===== config.mk =====
export PLATFORM = sky130hd
export DESIGN_NAME = tft_pattern_ctrl_flat
export DESIGN_NICKNAME = d
export VERILOG_FILES = /design/src/rtl/tft_pattern_ctrl_pkg.sv /design/src/rtl/tft_pattern_ctrl_if.sv /design/src/rtl/tft_pattern_ctrl_gen.sv /design/src/rtl/tft_pattern_ctrl.sv /design/src/flat_wrapper.sv
export SDC_FILE = /design/constraint.sdc
export NUM_CORES = 1
export LEC_CHECK = 0
export BUFFER_PORTS_ARGS = -buffer_cell sky130_fd_sc_hd__buf_2
export CORE_MARGIN = 2
export CORE_UTILIZATION = 35
export CTS_CLUSTER_DIAMETER = 80
export DETAILED_ROUTE_END_ITERATION = 10
export HOLD_SLACK_MARGIN = 0.1
export PLACE_DENSITY = 0.54
export SLEW_MARGIN = 20
export SYNTH_ARGS = -nofsm -noshare
export SYNTH_HDL_FRONTEND = slang
export SYNTH_SLANG_ARGS = --single-unit
export TNS_END_PERCENT = 30

===== constraint.sdc =====
create_clock -name clk_9m -period 2.7 [get_ports clk_9m]
set_input_delay 0.405 -clock clk_9m [delete_from_list [all_inputs] [get_ports clk_9m]]
set_output_delay 0.405 -clock clk_9m [all_outputs]
set_load 0.005 [all_outputs]

===== src/rtl/tft_pattern_ctrl_pkg.sv =====
// Shared TFT definitions: RGB565 colours, panel geometry defaults, pattern codes.
package tft_pattern_ctrl_pkg;

  localparam int unsigned H_VALID_DEF = 480;
  localparam int unsigned V_VALID_DEF = 272;

  localparam logic [15:0] RED    = 16'hF800;
  localparam logic [15:0] ORANGE = 16'hFC00;
  localparam logic [15:0] YELLOW = 16'hFFE0;
  localparam logic [15:0] GREEN  = 16'h07E0;
  localparam logic [15:0] CYAN   = 16'h07FF;
  localparam logic [15:0] BLUE   = 16'h001F;
  localparam logic [15:0] PURPLE = 16'hF81F;
  localparam logic [15:0] BLACK  = 16'h0000;
  localparam logic [15:0] WHITE  = 16'hFFFF;
  localparam logic [15:0] GRAY   = 16'hD69A;

  typedef enum logic [2:0] {
    PAT_COLORBAR = 3'd0,
    PAT_HBARS    = 3'd1,
    PAT_CHECKER  = 3'd2,
    PAT_GRAD     = 3'd3,
    PAT_BORDER   = 3'd4
  } pat_e;

  // Colour of bar number idx in the shared bar palette.
  function automatic logic [15:0] bar_color(input logic [9:0] idx);
    case (idx)
      10'd0:   bar_color = RED;
      10'd1:   bar_color = ORANGE;
      10'd2:   bar_color = YELLOW;
      10'd3:   bar_color = GREEN;
      10'd4:   bar_color = CYAN;
      10'd5:   bar_color = BLUE;
      10'd6:   bar_color = PURPLE;
      10'd7:   bar_color = BLACK;
      10'd8:   bar_color = WHITE;
      10'd9:   bar_color = GRAY;
      default: bar_color = BLACK;
    endcase
  endfunction

  // Pattern sequence with wrap from BORDER back to COLORBAR.
  function automatic pat_e next_pat(input pat_e p);
    case (p)
      PAT_COLORBAR: next_pat = PAT_HBARS;
      PAT_HBARS:    next_pat = PAT_CHECKER;
      PAT_CHECKER:  next_pat = PAT_GRAD;
      PAT_GRAD:     next_pat = PAT_BORDER;
      default:      next_pat = PAT_COLORBAR;
    endcase
  endfunction

endpackage


===== src/rtl/tft_pattern_ctrl_if.sv =====
// Pixel bus between the TFT timing generator and the pattern sequencer.
interface tft_pattern_ctrl_if;
  logic [9:0]  pix_x;
  logic [9:0]  pix_y;
  logic [15:0] pix_data;
  logic        frame_start;

  modport master (output pix_x, output pix_y, input pix_data, input frame_start);
  modport slave  (input pix_x, input pix_y, output pix_data, output frame_start);
endinterface


===== src/rtl/tft_pattern_ctrl_gen.sv =====
// Combinational pattern generator: (pattern, pixel coordinate) -> RGB565 colour.
module tft_pattern_gen
  import tft_pattern_ctrl_pkg::*;
#(
  parameter int unsigned H_VALID = H_VALID_DEF,
  parameter int unsigned V_VALID = V_VALID_DEF
) (
  input  pat_e        pat,
  input  logic [9:0]  pix_x,
  input  logic [9:0]  pix_y,
  output logic [15:0] color
);

  logic [9:0] bar_x;
  logic [9:0] bar_y;
  logic       active;

  assign bar_x  = pix_x / 10'(H_VALID / 10);
  assign bar_y  = pix_y / 10'(V_VALID / 8);
  assign active = (pix_x < 10'(H_VALID)) && (pix_y < 10'(V_VALID));

  // Select the colour for the current pattern; blanking is always black.
  always_comb begin
    color = BLACK;
    if (active) begin
      case (pat)
        PAT_COLORBAR: color = bar_color(bar_x);
        PAT_HBARS:    color = bar_color(bar_y);
        PAT_CHECKER:  color = (pix_x[4] ^ pix_y[4]) ? BLACK : WHITE;
        PAT_GRAD:     color = {pix_x[8:4], 11'd0};
        PAT_BORDER:   color = (pix_x == 10'd0 || pix_x == 10'(H_VALID - 1) ||
                               pix_y == 10'd0 || pix_y == 10'(V_VALID - 1)) ? WHITE : BLACK;
        default:      color = BLACK;
      endcase
    end
  end

endmodule


===== src/rtl/tft_pattern_ctrl.sv =====
// Test-pattern sequencer: frame detect, request/pending, auto frame timer,
// pattern FSM and registered pixel output.
module tft_pattern_ctrl
  import tft_pattern_ctrl_pkg::*;
#(
  parameter int unsigned H_VALID     = H_VALID_DEF,
  parameter int unsigned V_VALID     = V_VALID_DEF,
  parameter int unsigned AUTO_FRAMES = 120,
  parameter int unsigned FCNT_W      = 8
) (
  input  logic                   clk_9m,
  input  logic                   sys_rst,
  tft_pattern_ctrl_if.slave      pix_bus,
  input  logic                   key_next,
  input  logic                   auto_en,
  output logic [2:0]             pat_idx
);

  pat_e              pat_q;
  logic              pending;
  logic [FCNT_W-1:0] frame_cnt;
  logic              origin;
  logic              origin_d;
  logic              fs_q;
  logic [15:0]       pix_data_q;
  logic [15:0]       color;
  logic              expiry;
  logic              req;
  logic              apply;

  tft_pattern_gen #(
    .H_VALID (H_VALID),
    .V_VALID (V_VALID)
  ) u_gen (
    .pat   (pat_q),
    .pix_x (pix_bus.pix_x),
    .pix_y (pix_bus.pix_y),
    .color (color)
  );

  assign origin = (pix_bus.pix_x == 10'd0) && (pix_bus.pix_y == 10'd0);

  // A key and an expiry in the same cycle collapse into one request; a request
  // on the frame_start cycle itself is applied immediately.
  assign expiry = auto_en && fs_q && (frame_cnt == FCNT_W'(AUTO_FRAMES - 1));
  assign req    = key_next || expiry;
  assign apply  = fs_q && (pending || req);

  // Frame-start edge detect and 1-clk registered pixel output.
  always_ff @(posedge clk_9m) begin
    if (sys_rst) begin
      origin_d   <= 1'b0;
      fs_q       <= 1'b0;
      pix_data_q <= '0;
    end else begin
      origin_d   <= origin;
      fs_q       <= origin && !origin_d;
      pix_data_q <= color;
    end
  end

  // Pattern FSM with pending request and auto-advance frame counter.
  always_ff @(posedge clk_9m) begin
    if (sys_rst) begin
      pat_q     <= PAT_COLORBAR;
      pending   <= 1'b0;
      frame_cnt <= '0;
    end else begin
      if (apply) begin
        pat_q   <= next_pat(pat_q);
        pending <= 1'b0;
      end else if (req) begin
        pending <= 1'b1;
      end

      if (!auto_en || apply || key_next) begin
        frame_cnt <= '0;
      end else if (fs_q) begin
        frame_cnt <= frame_cnt + 1'b1;
      end
    end
  end

  assign pat_idx             = pat_q;
  assign pix_bus.pix_data    = pix_data_q;
  assign pix_bus.frame_start = fs_q;

endmodule


===== src/flat_wrapper.sv =====
// flat-port wrapper written by rule: the top's interface ports become plain ports
module tft_pattern_ctrl_flat import tft_pattern_ctrl_pkg::*;
#(
  parameter int unsigned H_VALID     = H_VALID_DEF,
  parameter int unsigned V_VALID     = V_VALID_DEF,
  parameter int unsigned AUTO_FRAMES = 120,
  parameter int unsigned FCNT_W      = 8
)
  (clk_9m, sys_rst, key_next, auto_en, pat_idx, pix_bus_pix_x, pix_bus_pix_y, pix_bus_pix_data, pix_bus_frame_start);
  tft_pattern_ctrl_if pix_bus_i ();
  input  logic clk_9m;
  input  logic sys_rst;
  input  logic key_next;
  input  logic auto_en;
  output logic [2:0] pat_idx;
  input wire logic [$bits(pix_bus_i.pix_x)-1:0] pix_bus_pix_x;
  input wire logic [$bits(pix_bus_i.pix_y)-1:0] pix_bus_pix_y;
  output wire logic [$bits(pix_bus_i.pix_data)-1:0] pix_bus_pix_data;
  output wire logic [$bits(pix_bus_i.frame_start)-1:0] pix_bus_frame_start;
  assign pix_bus_i.pix_x = pix_bus_pix_x;
  assign pix_bus_i.pix_y = pix_bus_pix_y;
  assign pix_bus_pix_data = pix_bus_i.pix_data;
  assign pix_bus_frame_start = pix_bus_i.frame_start;
  tft_pattern_ctrl #(.H_VALID(H_VALID), .V_VALID(V_VALID), .AUTO_FRAMES(AUTO_FRAMES), .FCNT_W(FCNT_W)) u_core (.clk_9m(clk_9m), .sys_rst(sys_rst), .pix_bus(pix_bus_i), .key_next(key_next), .auto_en(auto_en), .pat_idx(pat_idx));
endmodule

Word level (Yosys, flattened, before mapping)
Memories as Yosys holds them, arrays and structs flattened. Index checks and enable logic that the tools add are counted. W data, S select, Z words.

Word-level logic and storage cells: 51. Memories kept: 2. Input bits: 24. Register bits: 30. Memory bits (read-only): 512.

Eq/ne operators: 7. Bitwise logic cells: 2. Div/mod/pow operators: 2. Add/sub/neg operators: 1. Multiplexer cells: 6. Reduce and logical (&&, ||, !) cells: 23. $lt $le $gt $ge: 2.

Memories: (no name shown) (depth 16, bits a word 16, read ports 1, clocked after memory_dff 0, wr ports 0, RTL line tft_pattern_ctrl_pkg.sv:28) `case (idx)`; (no name shown) (depth 16, bits a word 16, read ports 1, clocked after memory_dff 0, wr ports 0, RTL line tft_pattern_ctrl_pkg.sv:28).

Operators with widths (count): $pmux W16 S5 (1); $mux W16 (4); $div A10 B6 Y10 const B (2); $eq A10 B9 Y1 const B (2); $logic_not A10 Y1 (2); $lt A10 B9 Y1 const B (2); $logic_not A6 Y1 (2); $pmux W3 S4 (1); $add A8 B1 Y8 const B (1); $eq A8 B7 Y1 const B (1); $logic_or A1 B1 Y1 (7); $eq A3 B2 Y1 const B (2); $logic_and A1 B1 Y1 (6); $reduce_or A2 Y1 (3); $eq A3 B1 Y1 const B (1); $eq A3 B3 Y1 const B (1); $logic_not A3 Y1 (1); $logic_not A1 Y1 (2); $not A1 Y1 (1); $xor A1 B1 Y1 (1).

Logic depth before layout (Yosys ltp)
Gate-level depths: netlist of run 1.

Depth in word-level cells: 8. Mapped depth: 11.

Cells and area by module
A second synthesis of run 1 with hierarchy kept.

Cell total of the unflattened synthesis: 313. Area, all modules: 2334.7 um^2.

By module, submodules not included: tft_pattern_gen (instances 1, cells an instance 210, area each 1280.0 um^2); tft_pattern_ctrl (instances 1, cells an instance 103, area each 1054.8 um^2).

Worst setup path before layout of run 1
No wires, ideal clock.

Path kind: input port to flip-flop. From: in pix_bus_pix_y[9]. To: reg u_core.pix_data_q[15] (netlist: u_core.pix_bus.pix_data[15]). Path slack: 0.268 ns. Arrival time: 2.307 ns. Required time: 2.576 ns. Stages on the path: 10. Library setup time: 0.124 ns. Cell sequence: buf_2 > nand3b_1 > o22ai_1 > or4_4 > a211oi_2 > or2_4 > nor2_2 > and3_4 > a211oi_2 > a21oi_1.

Longest elaborated chain between the ends: 5.

Ends and longest elaborated chain: from (decl) (RTL line flat_wrapper.sv:17) `input wire logic [$bits(pix_bus_i.pix_y)-1:0] pix_bus_pix_y;`; branches (longest 5 deep; another with $mem_v2 Z16 W16); to (signal assigned) (RTL line tft_pattern_ctrl.sv:58) `pix_data_q <= color;`; to (decl) (RTL line tft_pattern_ctrl.sv:25) `logic [15:0] pix_data_q;`.

Several ways; the timed one is not identified. A chain may end at the register's enable or synchronous reset.

Final worst setup path of run 1
From: in pix_bus_pix_y[9]. To: reg u_core.pix_data_q[12] (netlist: u_core.pix_bus.pix_data[12]).

Same word-level chain as after synthesis.

==> flow_summary_export.csv, run 1 <==
group,metric,value,unit
finish,fillers,636,
finish,drive_gt1_frac,0.303,
power,power,0.982,mW
yosys,synthFlopType,"dfxtp_1",
placement,preCtsSetupSlack,0.00560,ns
setup_path,critPathKind,"in2reg",
sta,worst_pin_slew,0.440,ns
finish,area_growth,21.1,%
power,ir_worst_vdd,0.147,mV
clocking,cts_buffers,3,
sta,hold_viol,0,
drt,num_vias,2237,
drt,drt_iter0_drc,70,
sta,period_needed,2.42,ns
finish,area.sequential,480,µm²
clocking,clk_latency,0.27,ns
finish,fin_nets,366,
yosys,synth_top_area_share,0.222,
drt,antenna_left,0,
yosys,ys_async_sr_fraction,0,
finish,antenna_cells,0,
sta,fin_skew,0.00661,ns
power,pwr-share-comb,0.317,
floorplan,io_pins,44,
clocking,path_clk_slew,0.09,ns
yosys,synth_edf_count,0,
global_routing,grt_overflow,0,
placement,gp_congestion,0.829,
worst_hold_path,min_path_type,"in2reg",
yosys,synth_cell_type_count,73,
power,switching_share,0.294,
drt,dr.pass1.iters,4,
global_routing,grt_use_total,0.171,
yosys,syn_area_per_cell,7.62,µm²
power,power.density,375,nW/µm²
power,power.net_switching,0.289,mW
floorplan,die_y,82.6,µm
sta,slew_headroom,0.699,
run,maxCapViolCount,0,
setup_path,crit_path_end_kind,"flip-flop",
drt,wire_per_inst,13.5,µm
clocking,cts_setup_buffers,0,
power,share_seq_of_total_power,0.364,
floorplan,dieArea,6830,µm²
yosys,syn-cell-area,2160,µm²
yosys,syn_nets,309,
clocking,cts_root_buf,"clkbuf_8",
finish,multi_input_area,1510,µm²
global_routing,antenna_found_initial,0,
sta,rsz0062_at_grt,"false",
floorplan,start_util,0.363,
power,p_leak,1.09,nW
clocking,cts_tree,"done",
yosys,yosys.area.top_type,"dfxtp_1",
sta,setup_tns,0,ns
drt,vias_per_cell,5.39,
clocking,cts_hold_buf,0,
setup_path,cp_max_fo,10,
floorplan,rows,28,
power,power_frac_clock,0.319,
placement,io_buffers,43,
floorplan,die_w,82.6,µm
yosys,yosysWarnings,0,
global_routing,grt_max_degree,16,
sta,worst_hold_slack,0.379,ns
floorplan,core_area,5960,µm²
clocking,clock_sinks,24,
setup_path,worstPathRequired,2.85,ns
setup_path,worstSetupStartpointType,"input port",
clocking,cts_resized,0,
sta,fmax,414,MHz
yosys,synth-seq-cells,24,
run_status,status,"finished, final reports clean",
power,p_int,0.693,mW
yosys,postSynthCellCount,284,
yosys,seq_area_frac_synth,0.222,
sta,setup_viol,0,
clocking,h-tree-depth,1,
global_routing,grt_pass1_vias,2058,
sta,maxSlewViolCount,0,
drt,drc,0,
setup_path,worst_ep_arrival_time,2.56,ns
sta,timing.final.crit_share,0.896,
drt,routed_wl,5610,µm
clocking,clk_path_buf_depth,2,
placement,dpl.hpwl,4530,µm
global_routing,grt_pass1_wl,9180,µm
yosys,synthTopCellsByArea,"dfxtp_1 22%, nor2_1 6.1%, a21oi_1 5.1%",
sta,setup_ws,0.282,ns
[area by class of cell]
type	instances	share of cell area
clock buffers	3	0.0158
clock inverters	1	0.0115
inverters	7	0.0100
multi-input cells	233	0.578
flip-flops and latches	24	0.183
well taps	75	0.0358
repair buffers	72	0.165
[through the flow]
stage	utilization	cells	cell area (µm²)
CTS	0.440	415	2620
finish	0.440	415	2620
detailed placement	0.428	411	2550
floorplan	-	284	2160
global placement	0.428	411	2550
global route	0.440	415	2620
[critical path: stages]
cell and delay, ns:
buf_2 0.16, or3b_4 0.41, a221oi_2 0.28, and2_4 0.21, a31o_1 0.21, a22oi_4 0.11, o21ai_2 0.26, a21oi_2 0.12
a211oi_2 0.29, a21oi_1 0.10
[flip-flops by register name, summed over array words and instances, names as in the netlist]
signal	cells
u_core.pix_bus.pix_data	10
u_core.frame_cnt	8
u_core.pat_idx	3
u_core.origin_d	1
u_core.pending	1
u_core.pix_bus.frame_start	1
[Yosys cell counts (5+ instances only)]
cell / n
inv_1: 6
clkbuf_1: 5
buf_6: 5
nand3_1: 7
xor2_1: 7
nor2_1: 35
o21ai_0: 16
dfxtp_1: 24
nor3_1: 11
xnor2_1: 9
buf_4: 7
a21oi_1: 22
nand2_1: 25
[cells in the final DEF, fill, tap and decap left out, types with 3 or more instances in the layout]
cell | netlist | routed
a211oi_2 | 3 | 3
a21oi_1 | 22 | 22
a31oi_1 | 4 | 4
buf_2 | 3 | 43
buf_4 | 7 | 29
clkbuf_8 | 0 | 3
dfxtp_1 | 24 | 24
inv_1 | 6 | 6
mux2i_1 | 3 | 3
nand2_1 | 25 | 25
nand3_1 | 7 | 7
nand3b_1 | 3 | 3
nand4_1 | 4 | 4
nor2_1 | 35 | 35
nor3_1 | 11 | 11
nor3b_1 | 3 | 3
nor4_1 | 4 | 4
nor4bb_1 | 3 | 3
o21ai_0 | 16 | 16
o21ai_1 | 4 | 4
o22ai_1 | 3 | 3
o31ai_1 | 3 | 3
or3_1 | 3 | 3
or4_1 | 3 | 3
xnor2_1 | 9 | 9
xor2_1 | 7 | 7
[final timing paths]
kind	to	slack [ns]	from	cells after the start
setup / recovery	u_core.pix_bus.pix_data[12]$_SDFF_PP0_	0.28	pix_bus_pix_y[9]	10
hold / removal	u_core.pat_idx[1]$_SDFFE_PP0P_	0.38	sys_rst	2
hold reg to reg	u_core.pix_bus.frame_start$_SDFF_PP0_	0.39	u_core.origin_d$_SDFF_PP0_	1
setup reg to reg	u_core.pat_idx[1]$_SDFFE_PP0P_	0.77	u_core.frame_cnt[0]$_SDFFE_PP0P_	7
[power groups by stage]
| stage | clock [mW] | combinational, mW | sequential [mW] |
|---|---|---|---|
| finish | 0.313 | 0.312 | 0.357 |
| global route | 0.333 | 0.342 | 0.358 |
| CTS | 0.325 | 0.311 | 0.358 |
| detailed placement | 0 | 0.309 | 0.366 |
| global placement | 0 | 0.307 | 0.366 |
| floorplan | 0 | 0.206 | 0.366 |
[logic make-up (layout without fill, tap and decap cells)]
logic type | count (synthesis) | in the layout | synth area share
adders and majority gates | 3 | 3 | 0.0150
muxes | 4 | 4 | 0.0191
DFF | 24 | 24 | 0.222
xor gates and xnor gates | 16 | 16 | 0.0648
buffers and inverters | 27 | 83 | 0.0781
and+or+nand+nor | 127 | 127 | 0.330
AOI/OAI and AO/OA | 83 | 83 | 0.271
[metal layers]
metal | track usage | share of wire | vias to the layer above
met1 | 0.226 | 0.49 | 1018
met4 | 0.0656 | 0.019 | 0
met5 | 0 | 0 | -
met3 | 0.0163 | 0.037 | 8
li1 | - | - | 1159
met2 | 0.286 | 0.45 | 52
Power figures use the tool's default switching activity.
==> inputs of run 2 (changes only) <==
CORE_MARGIN = 10   (was 2)
==> run 2 against run 1 <==
  * Non-clock buffer count is 7 lower
  * Core utilization is 0.67 points lower
  * Die area is 42% higher
  * Clock skew is 0.0038 ns lower
  * Highest routed layer unchanged
==> flow_summary_export.csv, run 2 (synthesis results as in run 1) <==
group,metric,value,unit
floorplan,die_w,98.6,µm
clocking,cts_tree,"done",
clocking,cts_setup_buffers,0,
clocking,clk_latency,0.26,ns
drt,wire_per_inst,14.0,µm
setup_path,crit-reg2reg-capture,"u_core.pat_idx[1]$_SDFFE_PP0P_",
run,maxCapViolCount,0,
sta,rsz0062_at_grt,"false",
finish,fin_nets,359,
setup_path,crit_start,"pix_bus_pix_y[7]",
drt,dr.pass1.iters,4,
power,ir_worst_vdd,0.171,mV
sta,maxSlewViolCount,0,
floorplan,io_pins,44,
clocking,clock_sinks,24,
setup_path,cp_max_fo,11,
setup_path,crit_chain,"buf_2 > or3b_4 > a221oi_2 > and2_4 > a31o_1 > a22oi_4 > o21ai_2 > a21oi_2 > a211oi_2 > a21oi_1",
global_routing,grt_max_degree,17,
sta,fin_skew,0.00282,ns
setup_path,ff2ff_setup_slack,0.80,ns
drt,num_vias,2206,
drt,routed_wl,5720,µm
floorplan,dieArea,9730,µm²
finish,layout_commonest_cell,"buf_2",
setup_path,rr_startpoint,"u_core.frame_cnt[0]$_SDFFE_PP0P_",
sta,setup_ws,0.250,ns
setup_path,max_stage_delay,0.42,ns
finish,fin_area,2580,µm²
worst_hold_path,min_path_type,"in2reg",
drt,antenna_left,0,
finish,fin_util,0.433,
clocking,path_clk_slew,0.09,ns
sta,slew_headroom,0.657,
sta,period_needed,2.45,ns
placement,io_buffers,43,
setup_path,crit_path_end_kind,"flip-flop",
setup_path,critPathCapture,"u_core.pix_bus.pix_data[12]$_SDFF_PP0_",
setup_path,critPathKind,"in2reg",
finish,antenna_cells,0,
global_routing,grt_use_total,0.115,
setup_path,slowest_stage,"or3b_4",
clocking,cts_root_buf,"clkbuf_8",
setup_path,worst_ep_arrival_time,2.60,ns
placement,dpl-instance-area,2510,µm²
power,p_leak,1.06,nW
sta,setup_viol,0,
global_routing,grt_pass1_vias,2072,
power,power,0.972,mW
finish,area_growth,19.2,%
floorplan,rows,28,
floorplan,start_util,0.363,
placement,preCtsSetupSlack,-0.00774,ns
global_routing,antenna_found_initial,0,
placement,gp_congestion,0.866,
clocking,clk_path_buf_depth,2,
setup_path,worstSetupStartpointType,"input port",
power,power.density,377,nW/µm²
finish,layout_common_cells,"43 x buf_2, 35 x nor2_1, 25 x nand2_1, 24 x dfxtp_1, 22 x a21oi_1",
floorplan,core_area,5960,µm²
clocking,cts_hold_buf,0,
sta,fmax,408,MHz
drt,drc,0,
global_routing,grt_pass1_wl,9830,µm
placement,dpl.hpwl,4610,µm
sta,timing.final.crit_share,0.907,
clocking,cts_buffers,3,
finish,largest_register_ffs,10,
drt,drt_iter0_drc,124,
clocking,h-tree-depth,1,
sta,worst_pin_slew,0.512,ns
clocking,cts_resized,0,
sta,setup_tns,0,ns
finish,drive_gt1_frac,0.288,
global_routing,grt_overflow,0,
sta,hold_viol,0,
setup_path,worstPathRequired,2.85,ns
run_status,status,"finished, final reports clean",
drt,vias_per_cell,5.41,
floorplan,die_y,98.6,µm
setup_path,r2r_cells,7,
-- run 2: cell types whose count changed in the layout (fill, tap and decap cells not counted), sizes merged --
cell | previous run | this run
buf | 72 | 65
-- run 2: worst min path at each step --
stage	endpoint	cells after the start	slack (ns)	start
CTS	u_core.pat_idx[1]$_SDFFE_PP0P_	2	0.38	sys_rst
global placement	u_core.pix_bus.frame_start$_SDFF_PP0_	1	0.37	u_core.origin_d$_SDFF_PP0_
floorplan	u_core.pix_bus.frame_start$_SDFF_PP0_	1	0.37	u_core.origin_d$_SDFF_PP0_
global route	u_core.pat_idx[0]$_SDFFE_PP0P_	2	0.39	sys_rst
finish	u_core.pat_idx[1]$_SDFFE_PP0P_	2	0.38	sys_rst
detailed placement	u_core.pix_bus.frame_start$_SDFF_PP0_	1	0.37	u_core.origin_d$_SDFF_PP0_
-- run 2: through the flow --
| step | hold slack (ns) | cells |
|---|---|---|
| floorplan | 0.367 | 284 |
| global placement | 0.371 | 404 |
| detailed placement | 0.373 | 404 |
| CTS | 0.376 | 408 |
| global route | 0.391 | 408 |
| finish | 0.382 | 408 |
-- run 2: where the power goes --
| part | internal (mW) | switching (mW) |
|---|---|---|
| registers | 0.357 | 0.000818 |
| logic | 0.132 | 0.170 |
| clock network | 0.198 | 0.115 |
-- run 2: cell type report --
class / instances / area, µm²
Clock buffer: 3 / 41.3
Clock inverter: 1 / 30.0
Fill cell: 595 / 3380
Inverter: 7 / 26.3
Multi-Input combinational cell: 233 / 1510
Sequential cell: 24 / 480
Tap cell: 75 / 93.8
Timing Repair Buffer: 65 / 393
-- run 2: critical path: cells and delay by family --
| family | cells | cell delay (ns) |
|---|---|---|
| and+or+nand+nor | 2 | 0.63 |
| AOI/OAI and AO/OA | 7 | 1.39 |
| buffers and inverters | 1 | 0.17 |
-- run 2: per-layer routing --
| metal | part of all wire | global-route usage | wire length (µm) | vias up |
|---|---|---|---|---|
| li1 | - | - | - | 1140 |
| met1 | 0.50 | 0.159 | 2870 | 1003 |
| met2 | 0.44 | 0.178 | 2500 | 59 |
| met3 | 0.054 | 0.0203 | 308 | 4 |
| met4 | 0.0079 | 0.0309 | 45 | 0 |
| met5 | 0 | 0 | 0 | - |
